File: src/rtl/bram_arb_pkg.sv
// Shared helpers for the BRAM port arbiter: id width, load latency
// and flattened-bus slice arithmetic.
package bram_arb_pkg;

    localparam int LOAD_LATENCY = 1;
    localparam int MAX_REQ      = 8;

    // Requester-id width, never narrower than one bit.
    function automatic int id_width(input int n);
        return (n > 1) ? $clog2(n) : 1;
    endfunction

    // Low bit of slice i in a bus of w-bit fields.
    function automatic int slice_lo(input int i, input int w);
        return i * w;
    endfunction

endpackage

File: src/rtl/rr_arbiter.sv
// Round-robin arbiter: one-hot grant, search starts after the last winner.
// Ports: req/en in, grant/grant_id out; owns the priority pointer.
module rr_arbiter #(
    parameter int N   = 2,
    parameter int IDW = 1
) (
    input  logic           clk,
    input  logic           rst,
    input  logic [N-1:0]   req,
    input  logic           en,
    output logic [N-1:0]   grant,
    output logic [IDW-1:0] grant_id
);

    logic [IDW-1:0] ptr;
    logic [IDW-1:0] idx;
    logic           found;

    always_comb begin
        grant    = '0;
        grant_id = '0;
        found    = 1'b0;
        idx      = '0;
        for (int k = 1; k <= N; k++) begin
            idx = IDW'((int'(ptr) + k) % N);
            if (!found && req[idx]) begin
                found      = 1'b1;
                grant[idx] = 1'b1;
                grant_id   = idx;
            end
        end
    end

    always_ff @(posedge clk or negedge rst) begin
        if (!rst) begin
            ptr <= IDW'(N - 1);
        end else if (en && found) begin
            ptr <= grant_id;
        end
    end

endmodule

File: src/rtl/bram_port_arbiter.sv
// Shares one dual-port BRAM among NUM_REQ kernels: port 0 loads, port 1
// stores, each with its own round-robin arbiter and per-requester
// response slots. Ports: ld_req_*/ld_rsp_* load channels, st_* store
// channels, ce/we/address/dout/din BRAM ports; rst is async active-low.
// Optional BRAM_ARB_FWD_EN: same-cycle store data forwarded to a load of
// the same address (write-before-read); default returns read-first din0.
module bram_port_arbiter
    import bram_arb_pkg::*;
#(
    parameter int NUM_REQ    = 2,
    parameter int DATA_WIDTH = 32,
    parameter int ADDR_WIDTH = 32
) (
    input  logic                          clk,
    input  logic                          rst,
    input  logic [NUM_REQ-1:0]            ld_req_valid,
    output logic [NUM_REQ-1:0]            ld_req_ready,
    input  logic [NUM_REQ*ADDR_WIDTH-1:0] ld_req_addr,
    output logic [NUM_REQ-1:0]            ld_rsp_valid,
    input  logic [NUM_REQ-1:0]            ld_rsp_ready,
    output logic [NUM_REQ*DATA_WIDTH-1:0] ld_rsp_data,
    input  logic [NUM_REQ-1:0]            st_valid,
    output logic [NUM_REQ-1:0]            st_ready,
    input  logic [NUM_REQ*ADDR_WIDTH-1:0] st_addr,
    input  logic [NUM_REQ*DATA_WIDTH-1:0] st_data,
    output logic                          ce0,
    output logic                          we0,
    output logic [ADDR_WIDTH-1:0]         address0,
    output logic [DATA_WIDTH-1:0]         dout0,
    input  logic [DATA_WIDTH-1:0]         din0,
    output logic                          ce1,
    output logic                          we1,
    output logic [ADDR_WIDTH-1:0]         address1,
    output logic [DATA_WIDTH-1:0]         dout1,
    input  logic [DATA_WIDTH-1:0]         din1
);

    localparam int IDW = id_width(NUM_REQ);

    logic [NUM_REQ-1:0]            ld_pop;
    logic [NUM_REQ-1:0]            ld_elig;
    logic [NUM_REQ-1:0]            ld_gnt;
    logic [IDW-1:0]                ld_id;
    logic                          ld_any;
    logic [ADDR_WIDTH-1:0]         ld_addr_sel;

    logic [NUM_REQ-1:0]            st_elig;
    logic [NUM_REQ-1:0]            st_gnt;
    logic [IDW-1:0]                st_id;
    logic                          st_any;
    logic [ADDR_WIDTH-1:0]         st_addr_sel;
    logic [DATA_WIDTH-1:0]         st_data_sel;

    logic                          inflight;
    logic [IDW-1:0]                inflight_id;
    logic [NUM_REQ-1:0]            rsp_v;
    logic [NUM_REQ*DATA_WIDTH-1:0] slot;
    logic [ADDR_WIDTH-1:0]         addr0_q;
    logic [ADDR_WIDTH-1:0]         addr1_q;
    logic [DATA_WIDTH-1:0]         dout1_q;
    logic [DATA_WIDTH-1:0]         cap_data;

    logic                          unused;
    assign unused = ^din1;

    // A slot being drained this cycle can accept the next response, so
    // the consumer's handshake counts as free space. Grants are held off
    // while reset is asserted so every output reads 0.
    assign ld_pop  = rsp_v & ld_rsp_ready;
    assign ld_elig = ld_req_valid & (~rsp_v | ld_rsp_ready) & {NUM_REQ{rst}};
    assign st_elig = st_valid & {NUM_REQ{rst}};

    rr_arbiter #(.N(NUM_REQ), .IDW(IDW)) u_ld_arb (
        .clk      (clk),
        .rst      (rst),
        .req      (ld_elig),
        .en       (1'b1),
        .grant    (ld_gnt),
        .grant_id (ld_id)
    );

    rr_arbiter #(.N(NUM_REQ), .IDW(IDW)) u_st_arb (
        .clk      (clk),
        .rst      (rst),
        .req      (st_elig),
        .en       (1'b1),
        .grant    (st_gnt),
        .grant_id (st_id)
    );

    assign ld_any      = |ld_gnt;
    assign st_any      = |st_gnt;
    assign ld_addr_sel = ld_req_addr[slice_lo(int'(ld_id), ADDR_WIDTH) +: ADDR_WIDTH];
    assign st_addr_sel = st_addr[slice_lo(int'(st_id), ADDR_WIDTH) +: ADDR_WIDTH];
    assign st_data_sel = st_data[slice_lo(int'(st_id), DATA_WIDTH) +: DATA_WIDTH];

    assign ld_req_ready = ld_gnt;
    assign st_ready     = st_gnt;

    // Idle ports keep presenting the last granted address/data.
    assign ce0      = ld_any;
    assign we0      = 1'b0;
    assign address0 = ld_any ? ld_addr_sel : addr0_q;
    assign dout0    = '0;
    assign ce1      = st_any;
    assign we1      = st_any;
    assign address1 = st_any ? st_addr_sel : addr1_q;
    assign dout1    = st_any ? st_data_sel : dout1_q;

    assign ld_rsp_valid = rsp_v;
    assign ld_rsp_data  = slot;

`ifdef BRAM_ARB_FWD_EN
    logic                  fwd_hit;
    logic [DATA_WIDTH-1:0] fwd_data;

    // The BRAM reads first, so a same-cycle store to the load address
    // would be missed; remember it and substitute at capture time.
    always_ff @(posedge clk or negedge rst) begin
        if (!rst) begin
            fwd_hit  <= 1'b0;
            fwd_data <= '0;
        end else begin
            fwd_hit  <= ld_any && st_any && (ld_addr_sel == st_addr_sel);
            fwd_data <= st_data_sel;
        end
    end

    assign cap_data = fwd_hit ? fwd_data : din0;
`else
    assign cap_data = din0;
`endif

    always_ff @(posedge clk or negedge rst) begin
        if (!rst) begin
            inflight    <= 1'b0;
            inflight_id <= '0;
            rsp_v       <= '0;
            slot        <= '0;
            addr0_q     <= '0;
            addr1_q     <= '0;
            dout1_q     <= '0;
        end else begin
            inflight <= ld_any;
            if (ld_any) begin
                inflight_id <= ld_id;
                addr0_q     <= ld_addr_sel;
            end
            if (st_any) begin
                addr1_q <= st_addr_sel;
                dout1_q <= st_data_sel;
            end
            for (int i = 0; i < NUM_REQ; i++) begin
                if (inflight && int'(inflight_id) == i) begin
                    rsp_v[i] <= 1'b1;
                    slot[slice_lo(i, DATA_WIDTH) +: DATA_WIDTH] <= cap_data;
                end else if (ld_pop[i]) begin
                    rsp_v[i] <= 1'b0;
                end
            end
        end
    end

endmodule

File: config.mk
export PLATFORM = sky130hd
export DESIGN_NAME = bram_port_arbiter
export DESIGN_NICKNAME = d
export VERILOG_FILES = /design/src/rtl/bram_arb_pkg.sv /design/src/rtl/rr_arbiter.sv /design/src/rtl/bram_port_arbiter.sv
export SDC_FILE = /design/constraint.sdc
export NUM_CORES = 1
export LEC_CHECK = 0
export CAP_MARGIN = 30
export CORE_AREA = 2 2 182 184
export DETAILED_ROUTE_END_ITERATION = 10
export DIE_AREA = 0 0 184 186
export HOLD_SLACK_MARGIN = 0.1
export PLACE_DENSITY = 0.66
export SLEW_MARGIN = 20
export SYNTH_ARGS = -nofsm -noshare
export SYNTH_HDL_FRONTEND = slang
export SYNTH_HIERARCHICAL = 1
export SYNTH_SLANG_ARGS = --single-unit
File: constraint.sdc
create_clock -name clk -period 3.8 [get_ports clk]
set_input_delay 0.76 -clock clk [delete_from_list [all_inputs] [get_ports clk]]
set_output_delay 0.76 -clock clk [all_outputs]
set_load 0.01 [all_outputs]
==> out/results.ini, run 1 <==
[setup_path]
endpoint = address1[14]
startpoint_type = primary input
r2r-end = inflight_id
crit_required_ns = 3.04
cp.arrival_ns = 2.94
end_kind = output port
reg2reg_depth = 7
regToRegSetupSlack_ns = 1.87
cp-startpoint = st_valid[1]
crit_path_max_fanout = 33
worst-setup-path-type = in -> out
rr_startpoint = ld_rsp_valid[0]

[floorplan]
die_x_um = 184
fp.dieArea_mm2 = 0.0342
die_h_um = 186
rows = 66
ios = 466
start_util_pct = 23.3
core_mm2 = 0.0322

[synth]
synth_top_area_share_pct = 54.6
ys_seq_area_share_pct = 55.3
synth.distinct_cells = 27
synth_xor_area_share_pct = 0
synth_fa_ha_area_share_pct = 0
synth_area_leaders = dfrtp_1, mux2i_1, mux2_2
synth-seq-cells = 166
syn_avg_cell_area_um2 = 11.9
synthCells = 631
synth_compound_area_share_pct = 7.35
muxShareOfSynthArea_pct = 22.6
yosys.area.top_type = dfrtp_1
synth_top_family_by_area = multiplexers
synth-simple-area-share_pct = 7.24
syn_area_mm2 = 0.00752
ys_warn_count = 6

[route]
drtAntennaViolNets = 0
vias = 6430
drc = 0
drt_iter0_drc = 173
wl_um = 25600
first_pass_iters = 4
detail_route.wl_per_cell_um = 17.2
via_per_inst = 4.33

[timing]
clock.fmax_mhz = 270
timing.final.crit_share_pct = 97.5
setup_viol = 0
worst_pin_slew_ns = 0.531
holdWs_ns = 0.143
fin_skew_ns = 0.0118
max_slew_margin_pct = 64.6
period_needed_ns = 3.70
hold_violations = 0
slew_viol_final = 0

[power]
p_leak_nw = 5.38
switching_share_pct = 31.6
p_comb_share_pct = 38.1
p_clk_share_pct = 25.2
p_sw_mw = 2.16
powerDensity_mw_per_mm2 = 525
irDropWorstVdd_mv = 0.351
p_int_mw = 4.67
p_seq_share_pct = 36.7

[clocking]
clk_pin_slew_worst_paths_ns = 0.08
cts_buffer_depth = 2
htreeDepth = 4
cts-root-buf = clkbuf_16
cts_sinks = 166
clkLatencyLatePin_ns = 0.43
cts_buffers = 17
cts_tree = yes

[finish]
fill_cells = 3102
fin_nets = 1328
final_common_cell = clkdlybuf4s50_1
stdcell_count = 1486
drive_gt1_share_pct = 16.3
multiInputGateArea_mm2 = 0.00302
regArea_mm2 = 0.00416
layout_common_cells = clkdlybuf4s50_1, dfrtp_1, nor3_1, a21oi_1, mux2i_1
syn_to_final_growth_pct = 73.1
finish.utilization_pct = 40.4

[hold_path]
hp-class = in -> async

[global_routing]
grt_max_degree = 75
antenna_found_initial = 3
gr-total-overflow = 0
grt_pass1_vias = 6600
track_usage_pct = 14.4
grt_first_pass_wirelength_um = 37500

[place]
dp.cells = 1448
io_buffers = 400
dpl.hpwl_um = 19100
gp_congestion = 0.745

[flow_run]
cap_violations = 0

[run_status]
status = completed

## synth_stat cells
cell      count
a21boi_1      2
clkbuf_1     15
clkbuf_4      1
inv_1         3
mux2_2       61
nor2b_1       1
a31oi_1       2
or2_1         2
mux2_4        1
and3_1        2
buf_4        42
and2_1        2
clkbuf_2      1
nand2b_1      2
mux2i_1      96
buf_6         7
a21oi_1      98
dfstp_2       2
nor3_1       96
dfrtp_1     164
buf_1         6
mux2_1        3
a21boi_0      4
buf_2        13
o21ai_0       1
conb_1        2
nand2_1       2
## how the worst min path moves through the flow
stage / startpoint / end / cells after the start
floorplan: rst / addr0_q[0] / 0
global placement: ld_rsp_data[2] / ld_rsp_data[2] / 1
detailed placement: ld_rsp_data[2] / ld_rsp_data[2] / 1
CTS: rst / ld_rsp_data[53] / 1
global route: rst / ld_rsp_data[53] / 1
finish: rst / ld_rsp_data[53] / 1
## cell type report
class | instances | share of cell area (%)
Timing Repair Buffer | 464 | 36.3
Sequential cell | 166 | 31.9
Clock buffer | 17 | 3.27
Clock inverter | 15 | 1.25
Multi-Input combinational cell | 412 | 23.2
Inverter | 3 | 0.0865
Tap cell | 408 | 3.92
Antenna cell | 1 | 0.0192
## per-stage QoR
| stage | TNS [ns] | worst slack [ns] | instance area, um^2 | total power [mW] |
|---|---|---|---|---|
| CTS | -0.515 | -0.0558 | 12900 | 6.93 |
| global placement | -0.899 | -0.0760 | 12300 | 5.19 |
| global route | -0.00378 | -0.00378 | 13000 | 7.22 |
| detailed placement | -2.16 | -0.148 | 12300 | 5.23 |
| finish | 0 | 0.0966 | 13000 | 6.83 |
| floorplan | 0 | 0.784 | 7650 | 3.57 |
## state kept, by name, summed over array words and instances (netlist names)
signal	count
inflight	1
addr0_q	32
dout1_q	32
u_ld_arb/ptr	1
ld_rsp_valid	2
ld_rsp_data	64
addr1_q	32
u_st_arb/ptr	1
inflight_id	1
## critical path: stages
cell and delay, ns:
clkdlybuf4s50_1 0.45, and2_4 0.20, a21boi_4 0.14, or2_2 0.35
buf_12 0.18, a21oi_1 0.23, clkdlybuf4s50_1 0.59
## kinds of logic (layout without fill, tap and decap cells)
group,count (synthesis),in the layout
multiplexers,161,161
other,2,38
AND/OR/NAND/NOR,107,107
AO/OA/AOI/OAI,107,107
flip-flops,166,166
buffers and inverters,88,499
## power by group through the flow
stage,registers (mW),logic (mW),clock network [mW]
2_1_floorplan,2.65,0.919,0
3_3_place_gp,2.51,2.67,0
3_5_place_dp,2.54,2.69,0
4_1_cts,2.51,2.64,1.78
5_1_grt,2.57,2.79,1.87
6_report,2.51,2.60,1.72
## repair_timing
item,in CTS,in global routing
gates cloned,2,0
hold buffers,0,0
resized for setup,57,30
endpoints found under the setup margin,63,40
buffers inserted,1,1
## layer usage
metal,up-vias,routed length (um),track usage (%)
li1,3048,-,-
met1,3065,10300,16.5
met2,292,12600,25.2
met3,21,2300,5.69
met4,4,323,3.65
met5,-,27,0
Note: power is estimated with default switching activity, not from simulation.
==> inputs of run 2 (changes only) <==
SKIP_CTS_REPAIR_TIMING = 1   (was not set)
==> run 2 against run 1 <==
Global-route usage decreased by 0.28 points. Sequential cell count unchanged. Critical path depth unchanged. Clock skew about the same. Clock power about the same. Register-to-register slack about the same. Sequential share of layout area decreased by 0.26 points. Non-clock buffer count decreased by 2. Sequential power about the same.
==> out/results.ini, run 2 (synthesized netlist as in run 1, its figures left out) <==
[setup_path]
max_stage_delay_ns = 0.63
path_common_cell = clkdlybuf4s50_1
cp_top_family = buffers and inverters
path_cells = clkdlybuf4s50_1, and2_4, a21boi_4, or2_2, buf_12, a21oi_1, clkdlybuf4s50_1
startpoint_type = primary input
crit_required_ns = 3.04
end_kind = output port
critical_path_buf_inv_count = 3
crit_path_max_fanout = 33
cp.arrival_ns = 2.95
worst-setup-path-type = in -> out
crit_slowest_cell = clkdlybuf4s50_1

[clocking]
htreeDepth = 4
cts_buffers = 17
clkLatencyLatePin_ns = 0.43
cts-root-buf = clkbuf_16
cts_sinks = 166
cts_buffer_depth = 2
cts_tree = yes
clk_pin_slew_worst_paths_ns = 0.08

[place]
io_buffers = 400
gp_congestion = 0.745
dp.cells = 1448
dpl.hpwl_um = 19100

[global_routing]
antenna_found_initial = 3
grt_first_pass_wirelength_um = 37000
track_usage_pct = 14.2
gr-total-overflow = 0
grt_pass1_vias = 6560
grt_max_degree = 75

[timing]
hold_violations = 0
setup_viol = 0
fin_skew_ns = 0.0123
slew_viol_final = 0
clock.fmax_mhz = 270
worst_pin_slew_ns = 0.530
setup_tns_ns = 0
max_slew_margin_pct = 64.7
period_needed_ns = 3.71
timing.final.crit_share_pct = 97.5

[route]
detail_route.wl_per_cell_um = 17.2
vias = 6444
drc = 0
wl_um = 25500
drt_iter0_drc = 189
drtAntennaViolNets = 0
via_per_inst = 4.34
first_pass_iters = 4

[flow_run]
cap_violations = 0

[finish]
stdcell_count = 1484
final_common_cell = clkdlybuf4s50_1
drive_gt1_share_pct = 16.5
syn_to_final_growth_pct = 74.5
largest_reg_flops = 64
layout_common_cells = clkdlybuf4s50_1, dfrtp_1, nor3_1, mux2i_1, a21oi_1
fin_nets = 1326

[power]
irDropWorstVdd_mv = 0.351
p_leak_nw = 5.56
powerDensity_mw_per_mm2 = 525

[floorplan]
fp.dieArea_mm2 = 0.0342
start_util_pct = 23.3
die_x_um = 184
core_mm2 = 0.0322
rows = 66
die_h_um = 186
ios = 466

[run_status]
status = completed

[hold_path]
hp-class = in -> async

-- run 2: worst register-to-register path: cells and delay by family (launching register included) --
| family | cells | cell delay [ns] |
|---|---|---|
| and+or+nand+nor | 3 | 0.54 |
| DFF | 1 | 0.43 |
| buffers and inverters | 2 | 0.31 |
| muxes | 1 | 0.29 |
| AOI/OAI and AO/OA | 1 | 0.26 |
-- run 2: where the power goes --
part / internal [mW] / switching (mW)
clock: 0.878 / 0.844
combinational: 1.56 / 1.09
sequential: 2.28 / 0.226
total: 4.72 / 2.16
-- run 2: layer usage --
metal | global-route usage (%) | up-vias | share of wire [%]
met5 | 0 | - | 0.11
met1 | 16.3 | 3080 | 40
met4 | 3.65 | 4 | 1.3
met3 | 5.73 | 21 | 9.3
li1 | - | 3043 | -
met2 | 24.4 | 296 | 49
-- run 2: path summary, 6_finish.rpt --
| path | from | slack (ns) | endpoint | cells after the start |
|---|---|---|---|---|
| min reg2reg | ld_rsp_data[2] | 0.49 | ld_rsp_data[2] | 1 |
| max reg2reg | ld_rsp_valid[0] | 1.87 | inflight_id | 7 |
| max | st_valid[1] | 0.09 | dout1[31] | 7 |
| min in group clk | ld_rsp_data[2] | 0.49 | ld_rsp_data[2] | 1 |
| min | rst | 0.14 | ld_rsp_data[53] | 1 |
| max in group asynchronous | rst | 2.47 | ld_rsp_valid[0] | 4 |
-- run 2: layout make-up --
type,count,area (um^2)
flip-flops and latches,166,4160
well taps,408,510
clock inverters,15,163
multi-input cells,412,3030
clock buffers,17,425
inverters,3,11.3
repair buffers,462,4820
diodes,1,2.50
fillers,3073,19100
-- run 2: stage by stage --
step | hold slack [ns] | total power [mW] | instance area, um^2 | setup WS (ns) | util (%)
floorplan | 0.464 | 3.57 | 7650 | 0.784 | -
global placement | 0.469 | 5.19 | 12300 | -0.0760 | 38.1
detailed placement | 0.478 | 5.23 | 12300 | -0.148 | 38.1
CTS | 0.120 | 7.00 | 12900 | -0.137 | 40.0
global route | 0.125 | 7.27 | 13100 | -0.00901 | 40.7
finish | 0.143 | 6.89 | 13100 | 0.0941 | 40.7
==> inputs of run 3 (changes only) <==
CTS_CLUSTER_SIZE = 20   (was not set)
SLEW_MARGIN = 5   (was 20)
==> run 3 against run 2 <==
Die area stayed put. Routed wire length rose by 2.0%. Final cell count is 0.40% higher. Count of clock-buffer cells in the layout rose by 1. Total power increased by 1.4%. Register-to-register slack better by 0.02 ns. First-iteration DRC count shrank 5.3%. Sequential share of layout area is 0.52 points lower. Largest power group unchanged.
==> out/results.ini, run 3 (synthesized netlist as in run 1, its figures left out) <==
[run_status]
status = completed

[timing]
holdWs_ns = 0.161
clock.fmax_mhz = 270
hold_violations = 0
worst_pin_slew_ns = 0.524
setup_viol = 0
slew_viol_final = 0
period_needed_ns = 3.70
timing.final.crit_share_pct = 97.4
setup_tns_ns = 0
max_slew_margin_pct = 65.1
fin_skew_ns = 0.0133
fin_ws_ns = 0.100

[floorplan]
die_h_um = 186
rows = 66
fp.dieArea_mm2 = 0.0342
core_mm2 = 0.0322
die_x_um = 184
start_util_pct = 23.3
ios = 466

[power]
powerDensity_mw_per_mm2 = 523
p_clk_share_pct = 25.9
irDropWorstVdd_mv = 0.328
switching_share_pct = 30.4
total_power_mw = 6.98
p_sw_mw = 2.12
p_int_mw = 4.86
p_leak_nw = 5.86
p_comb_share_pct = 38.2
p_seq_share_pct = 35.9

[global_routing]
grtUsageMet1_pct = 16.1
grt_max_degree = 75
gr-usage-met3_pct = 5.38
track_usage_pct = 14.0
grt-busiest-layer = met2
gr-total-overflow = 0
grt_pass1_vias = 6503
use_met2_pct = 24.2
antenna_found_initial = 2
grt_first_pass_wirelength_um = 36700

[clocking]
clk_pin_slew_worst_paths_ns = 0.07
cts_buffer_depth = 2
cts_tree = yes
cts_sinks = 166
htreeDepth = 4
cts-root-buf = clkbuf_16
clkLatencyLatePin_ns = 0.43
cts_buffers = 17

[route]
wl_um = 26100
vias = 6457
first_pass_iters = 4
drt_iter0_drc = 179
drtAntennaViolNets = 0
via_per_inst = 4.33
drc = 0
detail_route.wl_per_cell_um = 17.5

[finish]
stdcell_count = 1490
fin_nets = 1333
drive_gt1_share_pct = 17.7
syn_to_final_growth_pct = 77.4
layout_common_cells = clkdlybuf4s50_1, dfrtp_1, nor3_1, mux2i_1
stdcell_area_mm2 = 0.0133
fill_cells = 3058
largest_reg_flops = 64
num_antenna_cells = 0
finish.utilization_pct = 41.4
final_common_cell = clkdlybuf4s50_1

[setup_path]
startpoint_type = primary input
worst-setup-path-type = in -> out
rr_startpoint = ld_rsp_valid[0]
cp.arrival_ns = 2.94
path_cells = clkdlybuf4s50_1, nand2b_1, and3_2, a21boi_4, or2_1, buf_4, a21oi_1, clkdlybuf4s50_1
max_stage_delay_ns = 0.59
path_common_cell = clkdlybuf4s50_1
crit_required_ns = 3.04
regToRegSetupSlack_ns = 1.89
crit_path_max_fanout = 10
r2r-end = inflight_id
end_kind = output port
reg2reg_depth = 7
crit_slowest_cell = clkdlybuf4s50_1

[place]
dpl.hpwl_um = 19100
gp_congestion = 0.745
placed_area_mm2 = 0.0123
dp_worst_setup_slack_ns = -0.149
dp.cells = 1448
io_buffers = 400

[flow_run]
cap_violations = 0

[hold_path]
hp-class = in -> async

run 3: cell types whose count changed in the layout (fill, tap and decap cells not counted), moves of 4 or more:
cell,delta
a21oi_1,-6
a21oi_2,+6
buf_4,+4
clkdlybuf4s50_1,-31
clkinv_8,-4
dlymetal6s2s_1,+31
run 3: power by group through the flow:
stage          Combinational [mW]  Sequential [mW]  Clock, mW
6_report                     2.67             2.50       1.81
2_1_floorplan               0.919             2.65          0
3_3_place_gp                 2.67             2.51          0
5_1_grt                      2.86             2.57       1.94
3_5_place_dp                 2.70             2.54          0
4_1_cts                      2.71             2.51       1.87
run 3: cell type report:
class	count	area [um^2]	share of cell area (%)
Sequential cell	166	4160	31.2
Clock inverter	14	168	1.26
Clock buffer	18	439	3.29
Tap cell	408	510	3.83
Timing Repair Buffer	469	5000	37.5
Inverter	3	11.3	0.0844
Multi-Input combinational cell	412	3060	22.9
run 3: critical path, delay by kind of cell:
kind                   cells  cell delay (ns)
and+or+nand+nor            3             0.66
buffers and inverters      3             1.19
AOI/OAI and AO/OA          2             0.33
run 3: worst max-delay path by stage:
stage	from	endpoint	slack, ns	cells after the start
after detailed placement	st_valid[1]	dout1[12]	-0.15	8
after global placement	st_valid[1]	dout1[31]	-0.08	7
after CTS	st_valid[1]	dout1[12]	-0.15	8
after global routing	ld_rsp_ready[0]	address0[30]	-0.003	8
after floorplan	ld_rsp_ready[0]	address0[10]	0.78	7
final	ld_rsp_ready[1]	address0[29]	0.10	8
run 3: layer usage:
layer	part of all wire, %	wire (um)
met4	1.4	357
met1	40	10400
met3	9.1	2360
met5	0.10	27
met2	49	12900
==> variant 1 (flow settings as in run 2) <==
Add a define of `BRAM_ARB_FWD_EN`.
--- a/src/rtl/bram_port_arbiter.sv
+++ b/src/rtl/bram_port_arbiter.sv
@@ -6,2 +6,4 @@
 // the same address (write-before-read); default returns read-first din0.
+`define BRAM_ARB_FWD_EN
+
 module bram_port_arbiter
Formal check against the unedited RTL: not equivalent (Yosys sat finds a counterexample within 4 cycles, from zero or initial values and one cycle with rst low).
==> variant 1 against run 2 <==
Routed wire length up 19%. Critical path depth increased by 1. Setup slack got worse by 0.011 ns. Area after synthesis up 17%. Sequential cell count up 33. Cell count rose by 13%. Cell area rose by 15%. Sequential power grew 14%. Count of clock-buffer cells in the layout did not move. Register-to-register slack got worse by 0.96 ns. Power increased by 6.4%. Largest cell class unchanged.
==> variant 1: results (changes against run 2) <==
Final layout:
- The post-layout net count is 1516 (was 1326).
- The share of layout cells above drive strength 1 is 20.3% (was 16.5%).
- The final antenna diode count is 0 (was 1).

Worst setup path:
- The largest stage delay on the critical path is 0.49 ns (was 0.63 ns).
- The destination of the critical timing path was address1[15] (was dout1[31]).
- The reg-to-reg startpoint is ld_rsp_valid[1] (was ld_rsp_valid[0]).
- The maximum fanout along the worst path is 13 (was 33).

Yosys:
- The gate count after technology mapping came to 768 (was 631).
- The post-synthesis xor/xnor area fraction is 3.18% (was 0%).
- The proportion of synthesized area in mux cells is 19.2% (was 22.6%).
- Most common library cells after synthesis: 197 x dfrtp_1, 96 x mux2i_1, 68 x nand2_1, 66 x a21oi_1, 65 x mux2_2 (was 164 x dfrtp_1, 98 x a21oi_1, 96 x mux2i_1, 96 x nor3_1, 61 x mux2_2).
- Ranking of synthesized cells by area: dfrtp_1 56%, mux2i_1 11%, mux2_2 8.3% (was dfrtp_1 55%, mux2i_1 13%, mux2_2 9.1%).

Global routing:
- The via count of the first global-routing pass is 7552 (was 6560).
- The maximum number of pins on one net before global-route repair is 76 (was 75).
- The overall track demand over capacity in global routing is 16.6% (was 14.2%).
- The wire length of the first global-routing pass is 42500 um (was 37000 um).

Pwr:
- The static power due to leakage is 6.86 nW (was 5.56 nW).
- The combinational power was 0.00270 W (was 0.00266 W).
- The part of the total power dissipated in sequential elements is 39.1% (was 36.4%).
- The design internal power is 0.00500 W (was 0.00472 W).

Timing:
- The final critical-path setup slack is 0.0827 ns (was 0.0941 ns).
- The worst-case headroom to the max-slew limit is 43.1% (was 64.7%).
- The largest clock skew in the final design is 0.0128 ns (was 0.0123 ns).

Clock tree:
- The clock latency on the worst-skew pair is 0.45 ns (was 0.43 ns).

Outcome:
- Status: completed (unchanged).

Placement:
- The post-placement worst setup slack is -0.143 ns (was -0.148 ns).

Routing:
- The average routed wire per standard cell is 18.1 um (was 17.2 um).
-- variant 1: area by class of cell --
| cell class | instances | share of cell area (%) |
|---|---|---|
| inverters | 2 | 0.0498 |
| multi-input cells | 521 | 24.5 |
| repair buffers | 511 | 35.3 |
| well taps | 408 | 3.39 |
| flip-flops and latches | 199 | 33.1 |
| clock inverters | 14 | 0.913 |
| clock buffers | 17 | 2.82 |
-- variant 1: layer usage --
metal  wire [um]  vias up  track usage (%)
li1            -     3507                -
met1       11400     3515             18.1
met2       15900      295             29.9
met3        2530       25             6.07
met4         454        0             5.12
met5           0        -                0
-- variant 1: metrics by stage --
| step | hold slack [ns] | util, % |
|---|---|---|
| 6_report | 0.280 | 46.8 |
| 5_1_grt | 0.244 | 46.8 |
| 4_1_cts | 0.246 | 44.6 |
| 3_5_place_dp | 0.470 | 42.9 |
| 3_3_place_gp | 0.461 | 42.9 |
| 2_1_floorplan | 0.464 | - |
==> variant 2 (config.mk and constraints of run 2) <==
Made on the original files. The parameter `NUM_REQ` goes from 2 to 1.
--- a/src/rtl/bram_port_arbiter.sv
+++ b/src/rtl/bram_port_arbiter.sv
@@ -9,3 +9,3 @@
 #(
-    parameter int NUM_REQ    = 2,
+    parameter int NUM_REQ    = 1,
     parameter int DATA_WIDTH = 32,
Interface: changed (10 resized); port bits go from 466 to 332. The function was not compared with the original's and may differ.
==> variant 2 against run 2 <==
Sequential share of layout area grew 5.8 points. Routed wire length shrank 40%. Setup slack gained 0.14 ns. Sequential cell count shrank 35. Area after synthesis shrank 31%. Clock skew shrank 0.0085 ns. Power shrank 32%. Sequential power shrank 31%. Non-clock buffer count shrank 183. Count of clock-buffer cells in the layout grew 3. Global-route usage shrank 5.3 points. Cell area shrank 33%. Critical path type unchanged. Highest routed layer is now met4.
==> variant 2: results (changes against run 2) <==
Global routing:
- The met2 layer usage reported by global route was 15.0% (was 24.4%).
- The wire length of the first global-routing pass came to 22800 um (was 37000 um).
- The met1 usage in global routing came to 10.1% (was 16.3%).
- The maximum number of pins on one net before global-route repair is 64 (was 75).
- The initial antenna violation count is 0 (was 3).
- The via count of the first global-routing pass came to 4017 (was 6560).
- The met3 global-route usage is 3.01% (was 5.73%).

Outcome:
- Status: completed (unchanged).

Final layout:
- The share of layout cells above drive strength 1 came to 13.1% (was 16.5%).
- The post-layout net count was 771 (was 1326).
- The final antenna diode count was 0 (was 1).

Worst setup path:
- The destination of the critical timing path is address1[9] (was dout1[31]).
- The slack of the worst reg-to-reg path is 2.04 ns (was 1.87 ns).
- The largest stage delay on the critical path is 0.58 ns (was 0.63 ns).
- The critical path launch point is st_valid (was st_valid[1]).
- The data arrival time of the worst path is 2.81 ns (was 2.95 ns).
- The reg-to-reg startpoint is inflight_id (was ld_rsp_valid[0]).
- The number of cells on the worst reg-to-reg path is 4 (was 7).
- The capture point of the worst reg-to-reg path is ld_rsp_data[29] (was inflight_id).
- The maximum fanout along the worst path is 51 (was 33).

Pwr:
- The peak supply drop is 0.283 mV (was 0.351 mV).
- The clock network power came to 0.00172 W (about the same).
- The flip-flop and latch power is 0.00173 W (was 0.00251 W).
- The static power due to leakage is 3.76 nW (was 5.56 nW).

Timing:
- The largest clock skew in the final design is 0.00384 ns (was 0.0123 ns).
- The slew of the pin with the lowest slew margin was 0.828 ns (was 0.530 ns).

Placement:
- The placer's final routability congestion estimate is 0.712 (was 0.745).
- The number of buffers added on ports came to 266 (was 400).
- The cell total after placement is 994 (was 1448).

Routing:
- The sum of routed wire length over all layers is 15400 um (was 25500 um).
- The DRC violation total after the first TritonRoute iteration is 105 (was 189).
- The detailed-route vias per instance is 3.65 (was 4.34).
- The average routed wire per standard cell is 15.0 um (was 17.2 um).

Yosys:
- The gate count after technology mapping is 339 (was 631).

Clock tree:
- The clock transition at the registers of the reported paths is 0.06 ns (was 0.08 ns).
==> variant 2: cell type report <==
cell class / count / area, um^2
fill: 3314 / 23400
sequential: 131 / 3280
timing repair buffer: 279 / 2820
multi-input combinational: 173 / 1520
tap: 408 / 510
clock buffer: 20 / 457
clock inverter: 12 / 155
inverter: 4 / 15.0
==> variant 2: stage by stage <==
step                      instance area (um^2)  util, %  setup WS [ns]  total power [W]  hold WS (ns)
after floorplan                           5280        -           1.23          0.00227         0.443
after global placement                    8120     25.2          0.230          0.00295         0.474
after detailed placement                  8120     25.2          0.196          0.00297         0.480
after CTS                                 8730     27.1          0.190          0.00476         0.379
after global routing                      8760     27.2          0.115          0.00491         0.391
final                                     8760     27.2          0.233          0.00466         0.384
==> variant 2: routing by layer <==
layer  share of wire (%)  wire, um  vias up
met3                 6.1       944       13
met4                 2.1       316        0
met5                   0         0        -
met1                  40      6140     1883
met2                  52      7990      148
li1                    -         -     1703
